File: src/rtl/ft6336_i2c_target.sv
// FT6336G touch-controller register emulation on the panel side of the CTP I2C bus.
// Answers DEV_ADDR with a read-only register map built from a per-START snapshot of the touch inputs.
`timescale 1ns/1ps
module ft6336_i2c_target #(
  parameter logic [6:0] DEV_ADDR        = 7'h38,
  parameter logic [7:0] CHIP_ID         = 8'h64,
  parameter logic [7:0] VENDOR_ID       = 8'h11,
  parameter int         SDA_HOLD_CYCLES = 15
) (
  input  logic        clk_50,
  input  logic        reset_n,
  input  logic        scl_in,
  input  logic        sda_in,
  output logic        sda_drive_low,
  output logic        int_n,
  input  logic        touch_down,
  input  logic [11:0] touch_x,
  input  logic [11:0] touch_y,
  output logic        busy,
  output logic        addr_hit
);

  localparam int HOLD_W = (SDA_HOLD_CYCLES > 2) ? $clog2(SDA_HOLD_CYCLES) : 1;

  typedef enum logic [3:0] {
    IDLE, ADDR, ADDR_ACK, WR_PTR, WR_ACK, WR_DATA, RD_DATA, RD_ACK, IGNORE
  } state_t;

  state_t            state;
  logic [2:0]        bit_cnt;
  logic [7:0]        shreg;
  logic [7:0]        tx;
  logic [7:0]        ptr;
  logic              rw;
  logic              snap_down;
  logic [11:0]       snap_x;
  logic [11:0]       snap_y;
  logic              hold_act;
  logic [HOLD_W-1:0] hold_cnt;
  logic              drive_want;

  logic scl_p0, scl_p1, scl_p2;
  logic sda_p0, sda_p1, sda_p2;

  function automatic logic [7:0] reg_byte(input logic [7:0] a, input logic d,
                                          input logic [11:0] x, input logic [11:0] y);
    case (a)
      8'h02:   reg_byte = {7'b0, d};
      8'h03:   reg_byte = {(d ? 2'b10 : 2'b01), 2'b00, x[11:8]};
      8'h04:   reg_byte = x[7:0];
      8'h05:   reg_byte = {4'h0, y[11:8]};
      8'h06:   reg_byte = y[7:0];
      8'hA3:   reg_byte = CHIP_ID;
      8'hA8:   reg_byte = VENDOR_ID;
      default: reg_byte = 8'h00;
    endcase
  endfunction

  // Stage p0/p1: two-flop synchronizer; stage p2: history flop for edge detection
  always_ff @(posedge clk_50 or negedge reset_n) begin
    if (!reset_n) begin
      {scl_p0, scl_p1, scl_p2} <= 3'b111;
      {sda_p0, sda_p1, sda_p2} <= 3'b111;
    end else begin
      {scl_p0, scl_p1, scl_p2} <= {scl_in, scl_p0, scl_p1};
      {sda_p0, sda_p1, sda_p2} <= {sda_in, sda_p0, sda_p1};
    end
  end

  // A bus event needs SCL steady high; coincident SCL/SDA edges are treated as a data bit.
  wire scl_rise  = scl_p1 & ~scl_p2;
  wire scl_fall  = ~scl_p1 & scl_p2;
  wire scl_hi    = scl_p1 & scl_p2;
  wire start_det = ~sda_p1 & sda_p2 & scl_hi;
  wire stop_det  = sda_p1 & ~sda_p2 & scl_hi;

  always_comb begin
    drive_want = 1'b0;
    case (state)
      ADDR_ACK, WR_ACK: drive_want = 1'b1;
      RD_DATA:          drive_want = ~tx[7];
      default:          drive_want = 1'b0;
    endcase
  end

  always_ff @(posedge clk_50 or negedge reset_n) begin
    if (!reset_n) begin
      state         <= IDLE;
      bit_cnt       <= 3'd0;
      shreg         <= 8'h00;
      tx            <= 8'h00;
      ptr           <= 8'h00;
      rw            <= 1'b0;
      snap_down     <= 1'b0;
      snap_x        <= 12'h000;
      snap_y        <= 12'h000;
      hold_act      <= 1'b0;
      hold_cnt      <= '0;
      sda_drive_low <= 1'b0;
      busy          <= 1'b0;
      addr_hit      <= 1'b0;
      int_n         <= 1'b1;
    end else begin
      int_n    <= ~touch_down;
      addr_hit <= 1'b0;

      // SDA only moves a fixed hold time after SCL falls; a rise before expiry cancels the change.
      if (scl_fall) begin
        hold_act <= 1'b1;
        hold_cnt <= HOLD_W'(SDA_HOLD_CYCLES - 1);
      end else if (hold_act) begin
        if (scl_p1) begin
          hold_act <= 1'b0;
        end else if (hold_cnt == '0) begin
          hold_act      <= 1'b0;
          sda_drive_low <= drive_want;
        end else begin
          hold_cnt <= hold_cnt - 1'b1;
        end
      end

      if (stop_det) begin
        state         <= IDLE;
        busy          <= 1'b0;
        sda_drive_low <= 1'b0;
        hold_act      <= 1'b0;
      end else if (start_det) begin
        state         <= ADDR;
        bit_cnt       <= 3'd0;
        busy          <= 1'b1;
        sda_drive_low <= 1'b0;
        hold_act      <= 1'b0;
        snap_down     <= touch_down;
        snap_x        <= touch_x;
        snap_y        <= touch_y;
      end else if (scl_rise) begin
        case (state)
          ADDR: begin
            shreg   <= {shreg[6:0], sda_p1};
            bit_cnt <= bit_cnt + 3'd1;
            if (bit_cnt == 3'd7) begin
              rw <= sda_p1;
              if (shreg[6:0] == DEV_ADDR) begin
                state    <= ADDR_ACK;
                addr_hit <= 1'b1;
              end else begin
                state <= IGNORE;
                busy  <= 1'b0;
              end
            end
          end
          ADDR_ACK: begin
            bit_cnt <= 3'd0;
            if (rw) begin
              tx    <= reg_byte(ptr, snap_down, snap_x, snap_y);
              state <= RD_DATA;
            end else begin
              state <= WR_PTR;
            end
          end
          WR_PTR, WR_DATA: begin
            shreg   <= {shreg[6:0], sda_p1};
            bit_cnt <= bit_cnt + 3'd1;
            if (bit_cnt == 3'd7) begin
              ptr   <= (state == WR_PTR) ? {shreg[6:0], sda_p1} : ptr + 8'd1;
              state <= WR_ACK;
            end
          end
          WR_ACK: begin
            bit_cnt <= 3'd0;
            state   <= WR_DATA;
          end
          RD_DATA: begin
            tx      <= {tx[6:0], 1'b0};
            bit_cnt <= bit_cnt + 3'd1;
            if (bit_cnt == 3'd7) state <= RD_ACK;
          end
          RD_ACK: begin
            ptr     <= ptr + 8'd1;
            bit_cnt <= 3'd0;
            if (!sda_p1) begin
              tx    <= reg_byte(ptr + 8'd1, snap_down, snap_x, snap_y);
              state <= RD_DATA;
            end else begin
              state <= IGNORE;
            end
          end
          default: ;
        endcase
      end
    end
  end

endmodule
File: config.mk
export PLATFORM = sky130hd
export DESIGN_NAME = ft6336_i2c_target
export DESIGN_NICKNAME = d
export VERILOG_FILES = /design/src/rtl/ft6336_i2c_target.sv
export SDC_FILE = /design/constraint.sdc
export NUM_CORES = 1
export LEC_CHECK = 0
export CAP_MARGIN = 30
export CORE_ASPECT_RATIO = 1.75
export CORE_MARGIN = 4
export CORE_UTILIZATION = 35
export DETAILED_ROUTE_END_ITERATION = 16
export SLEW_MARGIN = 40
export SYNTH_ARGS = -nofsm -noshare
export SYNTH_HDL_FRONTEND = slang
export SYNTH_SLANG_ARGS = --single-unit
File: constraint.sdc
create_clock -name clk_50 -period 6.5 [get_ports clk_50]
set_input_delay 0.975 -clock clk_50 [delete_from_list [all_inputs] [get_ports clk_50]]
set_output_delay 0.975 -clock clk_50 [all_outputs]
set_load 0.005 [all_outputs]
Word level (Yosys, flattened, before mapping)
Cells that the tools add are included.
{"block": "word_totals", "regBits": 71, "input_bits": 29, "elab_cells": 151}
{"block": "op_classes", "n_addsub": 3, "eq_ne": 34, "muxes": 51, "bitwise_logic": 15, "n_reduce_logical": 27}
{"operator": "$pmux W8 S7", "n": 2}
{"operator": "$eq A8 B3 Y1 const B", "n": 6}
{"operator": "$mux W4", "n": 12}
{"operator": "$eq A8 B2 Y1 const B", "n": 4}
{"operator": "$eq A8 B8 Y1 const B", "n": 4}
{"operator": "$mux W8", "n": 4}
{"operator": "$mux W1", "n": 24}
{"operator": "$pmux W4 S6", "n": 1}
{"operator": "$pmux W8 S3", "n": 1}
{"operator": "$reduce_bool A3 Y1", "n": 7}
{"operator": "$eq A4 B3 Y1 const B", "n": 4}
{"operator": "$pmux W8 S2", "n": 1}
{"operator": "$reduce_and A5 Y1", "n": 3}
{"operator": "$ne A4 B4 Y1 const B", "n": 3}
{"operator": "$reduce_and A4 Y1", "n": 3}
{"operator": "$mux W3", "n": 3}
{"operator": "$add A8 B1 Y8 const B", "n": 1}
{"operator": "$eq A4 B2 Y1 const B", "n": 2}
{"operator": "$ne A2 B2 Y1 const B", "n": 4}
{"operator": "$not A1 Y1", "n": 8}
{"operator": "$reduce_bool A8 Y1", "n": 1}
{"operator": "$and A1 B1 Y1", "n": 7}
{"operator": "$eq A7 B6 Y1 const B", "n": 1}
{"operator": "$ne A3 B1 Y1 const B", "n": 2}
{"operator": "17 further kinds", "n": 22}

Logic depth before layout (Yosys ltp)
{"block": "logic_depth", "depth_word": 9, "ltp_mapped": 9, "mapped_depth_nobuf": 8}

Worst setup path before layout
Ideal clock, no wire load.
{"block": "synth_timing", "path_type": "register -> register", "from": "register ptr[0]", "to": "register tx[0]", "arrival_ns": 1.975, "path_slack_ns": 4.447, "stages_incl_launch_ff": 8, "synth_period_minus_slack_ns": 2.053, "cell_sequence": "dfrtp_1 > ha_1 > or4b_4 > o31ai_4 > o2111ai_2 > o221ai_4 > a32oi_1 > a21oi_1"}
{"block": "synth_via", "elab_chain_cells": 5}
{"item": "start: declaration", "line_no": "33", "source": "logic [7:0] ptr;"}
{"item": "start signal: assignment", "line_no": "165", "source": "ptr <= (state == WR_PTR) ? {shreg[6:0], sda_p1} : ptr + 8'd1;"}
{"item": "start signal: assignment", "line_no": "179", "source": "ptr <= ptr + 8'd1;"}
{"item": "$add A8 B1 Y8", "line_no": "182", "source": "tx <= reg_byte(ptr + 8'd1, snap_down, snap_x, snap_y);"}
{"item": "$eq A8 B8 Y1 (tied with other cells)", "line_no": "47", "source": "case (a)"}
{"item": "$pmux W8 S7", "line_no": "47"}
{"item": "$mux W8", "line_no": "181", "source": "if (!sda_p1) begin"}
{"item": "$pmux W8 S3 (*)", "line_no": "137", "source": "case (state)"}
{"item": "end signal: assignment", "line_no": "155", "source": "tx <= reg_byte(ptr, snap_down, snap_x, snap_y);"}
{"item": "end signal: assignment", "line_no": "174", "source": "tx <= {tx[6:0], 1'b0};"}
{"item": "end signal: assignment", "line_no": "182"}
{"item": "end: declaration", "line_no": "32", "source": "logic [7:0] tx;"}
Every way passes the cells marked *; elsewhere a longest branch is shown, timed or not. The select of a mux whose other input is x is not followed.
A chain may end at the register's enable or synchronous reset.

Final worst setup path
Ends and elaborated chain as after synthesis.

==> summary by stage <==
Worst setup path
The endpoint identified for the worst register-to-register timing path is tx[0]. The launching point of the worst reg2reg path is ptr[0]. The data required time at the worst endpoint is 6.75 ns. The worst setup path is launched from a register.

At the worst endpoint, the arrival time is 2.86 ns. The worst setup path is captured at a register. The maximum fanout encountered on the critical timing path is 13. The kind of critical path is register to register. For the worst flop-to-flop path, the logic depth is 8.

The setup check on the worst reg-to-reg path leaves a slack of 3.90 ns.

Place
Timing analysis after detailed placement gives a worst setup slack of 3.93 ns. In this run the tool buffered the top-level ports with 32 buffer cells. The number of cells after detailed placement is 551.

The weighted congestion reported at the end of routability-driven placement is 0.878. Detailed placement finished with a half-perimeter wire length of 7360 um. The placed instances occupy a cell area of 4530 um^2.

GRT
The final global-route overflow total is 0. Global routing used 15.4% of the available tracks across all layers. The pin count of the biggest net entering global routing is 72. The wire length of the first global-routing pass is 17200 um. The number of antenna violations at the first check in global routing came to 0. The via count of the first global-routing pass came to 3412.

Run
The tool flagged a number of max-cap violations equal to 0.

Clock tree
The clock latency of the later-clocked register in the worst-skew pair is 0.33 ns. CTS built an H-tree with a depth of 3. The clock sink count is 71. The number of buffers created by CTS is 9. The post-cts sizing count is 0. The clock tree from TritonCTS is yes. The buffer count from post-CTS setup fixing is 0. The clock-pin slew on the worst setup and hold paths is 0.06 ns.

The cell at the root of the clock tree is clkbuf_16. In this run the deepest clock path goes through 2 buffers. Buffers inserted to repair hold after CTS numbered 0.

Synth
The mapped netlist covers 4160 um^2. The number of warnings printed during yosys synthesis is 0. The area fraction of the dominant cell type after synthesis is 38.5%. Each instance of the synthesized netlist takes up on average 10.1 um^2. The synthesized design spends more area on one cell type than any other, namely dfrtp_1.

The synthesized design contains 0 enable-type register cells. The sequential cell area fraction in the yosys report is 42.9%. After synthesis the netlist holds a flip-flop and latch count of 71. In the synthesized netlist the async set-or-reset flop fraction comes to 100%. In the synthesized netlist the dominant register cell turns out to be dfrtp_1. After technology mapping, the gate count stands at 411. The netlist uses 70 different library cells. In the post-synthesis netlist, the biggest area contributors are dfrtp_1 38%, mux2_2 9.2%, dfstp_2 4.4%.

When the netlist entered floorplanning its net count stood at 448.

Cells and area
0 antenna diodes ended up in the layout. Once layout is done, the placed cells without fillers occupy 4810 um^2. The post-route core utilization is 41.5%. The leading cell type in the layout, fill and taps excluded is dfrtp_1. In the layout the commonest cells are 64 x dfrtp_1, 34 x mux2_2, 31 x nor2_1, 31 x clkdlybuf4s50_1, 29 x nand2_1. The post-route netlist has 19.7% of its cells at a drive strength greater than 1.

The final layout net count is 464. The area growth from synthesis to layout is 15.5%. The number of inserted filler cells in the final layout is 1150. After the flow finishes, the layout carries non-filler instances totaling 567.

Drt
The average detailed-routed wire length per instance is 18.0 um. The DRC violation count after routing is 0. Once detail routing completed, the nets flagged for antenna violations numbered 0. The total routed wirelength is 10200 um. The total via count after detailed routing is 3313. The number of optimization iterations in the first detailed-route pass is 7. The number of DRC markers after the initial detailed-route iteration is 278.

The via density per instance is 5.84.

Min path
The origin of the worst min-delay path is sda_p0. For hold timing, the worst endpoint is sda_p1. The instance count along the most critical hold path is 0. The worst hold path belongs to the class register to register.

Floorplanning
The floorplan has 52 rows. For this design the top-level I/O count stands at 33. The initial utilization of the core area, before any placement, comes to 35.9%. The die outline width is 90.4 um. The floorplan die height is 152 um.

The core region is 11600 um^2. The die covers 13800 um^2.

STA
In the finished design, the share of the clock period the worst path needs comes to 40.1%. The routed design could run at a clock period as short as 2.60 ns. For the pin with the worst max-slew slack, the measured transition is 0.775 ns.

The slack of the critical path is 3.90 ns. The clock tree skew after final layout is 0.00456 ns. The final-report setup violation count is 0.

For the final routed database, the setup TNS stands at 0 ns. Setup repair after global routing left no endpoint under its margin. The final count of hold timing violations is 0. The relative slew slack is 48.3%. The fmax is 0.384 GHz. Across all hold checks on the routed design, the worst slack comes to 0.361 ns. The final number of max-transition violations is 0.

Pwr
The static leakage is 1.91 nW. The power consumption is 1.40 mW. IR analysis of the VDD net gives a maximum drop of 0.163 mV.

The power per cell area is 291 nW/um^2.

Outcome
The flow ran to the end, and the final reports show no timing, DRC or antenna violations.
-- power by group --
part,internal [mW],switching [mW],leakage [nW]
clock,0.258,0.194,0.124
sequential,0.529,0.104,0.872
combinational,0.163,0.153,0.916
total,0.950,0.451,1.91
-- worst max-delay path, cell delays in order (launching register included) --
cell,delay (ns)
dfrtp_1,0.48
inv_1,0.13
ha_1,0.46
or4b_4,0.54
o31ai_4,0.11
o2111ai_2,0.27
o221ai_4,0.18
a32oi_1,0.16
a21oi_1,0.19
-- cells in the mapped netlist (all sizes together), types with 6 or more instances --
cell and n:
dfrtp 64, mux2 34, nor2 32, nand2 29, a21oi 28, o21ai 28, nand3 20, buf 14
clkbuf 14, inv 12, a22oi 11, a222oi 8, ha 8, o22ai 8, dfstp 7, a221oi 6
nor2b 6, o211ai 6
-- worst max path at each step --
stage / from / to / slack [ns] / cells after the start
after floorplan: ptr[0] / tx[0] / 4.45 / 7
after global placement: ptr[0] / tx[0] / 4.02 / 8
after detailed placement: ptr[0] / tx[0] / 3.93 / 8
after CTS: ptr[0] / tx[0] / 3.92 / 8
after global routing: ptr[0] / tx[0] / 3.78 / 8
final: ptr[0] / tx[0] / 3.90 / 8
-- flip-flops by register name (all words and copies together), names as in the netlist --
name	count
hold_act	1
ptr	8
scl_p1	1
scl_p0	1
shreg	7
addr_hit	1
sda_p2	1
tx	8
rw	1
sda_p0	1
snap_x	12
int_n	1
scl_p2	1
sda_drive_low	1
sda_p1	1
snap_down	1
busy	1
bit_cnt	3
snap_y	12
hold_cnt	4
state	4
-- layout make-up --
class / instances / area (um^2) / area share [%]
multi-input combinational: 300 / 2210 / 45.9
timing repair buffer: 33 / 327 / 6.80
clock buffer: 9 / 225 / 4.69
tap: 135 / 169 / 3.51
inverter: 12 / 45.0 / 0.937
sequential: 71 / 1790 / 37.2
clock inverter: 7 / 48.8 / 1.02
-- cells by family after synthesis --
logic type	Yosys count	share of synthesized area [%]
compound gates	128	23.4
mux	36	9.68
buf+inv	40	4.42
fa+ha+maj	8	2.41
flops	71	42.9
simple gates	122	15.9
xor+xnor	6	1.26
-- metal layers --
layer | vias up | GRT usage, % | wire length [um]
li1 | 1568 | - | -
met1 | 1632 | 16.2 | 3870
met2 | 86 | 28.3 | 5550
met3 | 27 | 2.72 | 315
met4 | 0 | 9.06 | 455
met5 | - | 0 | 0
Power figures use the tool's default switching activity.
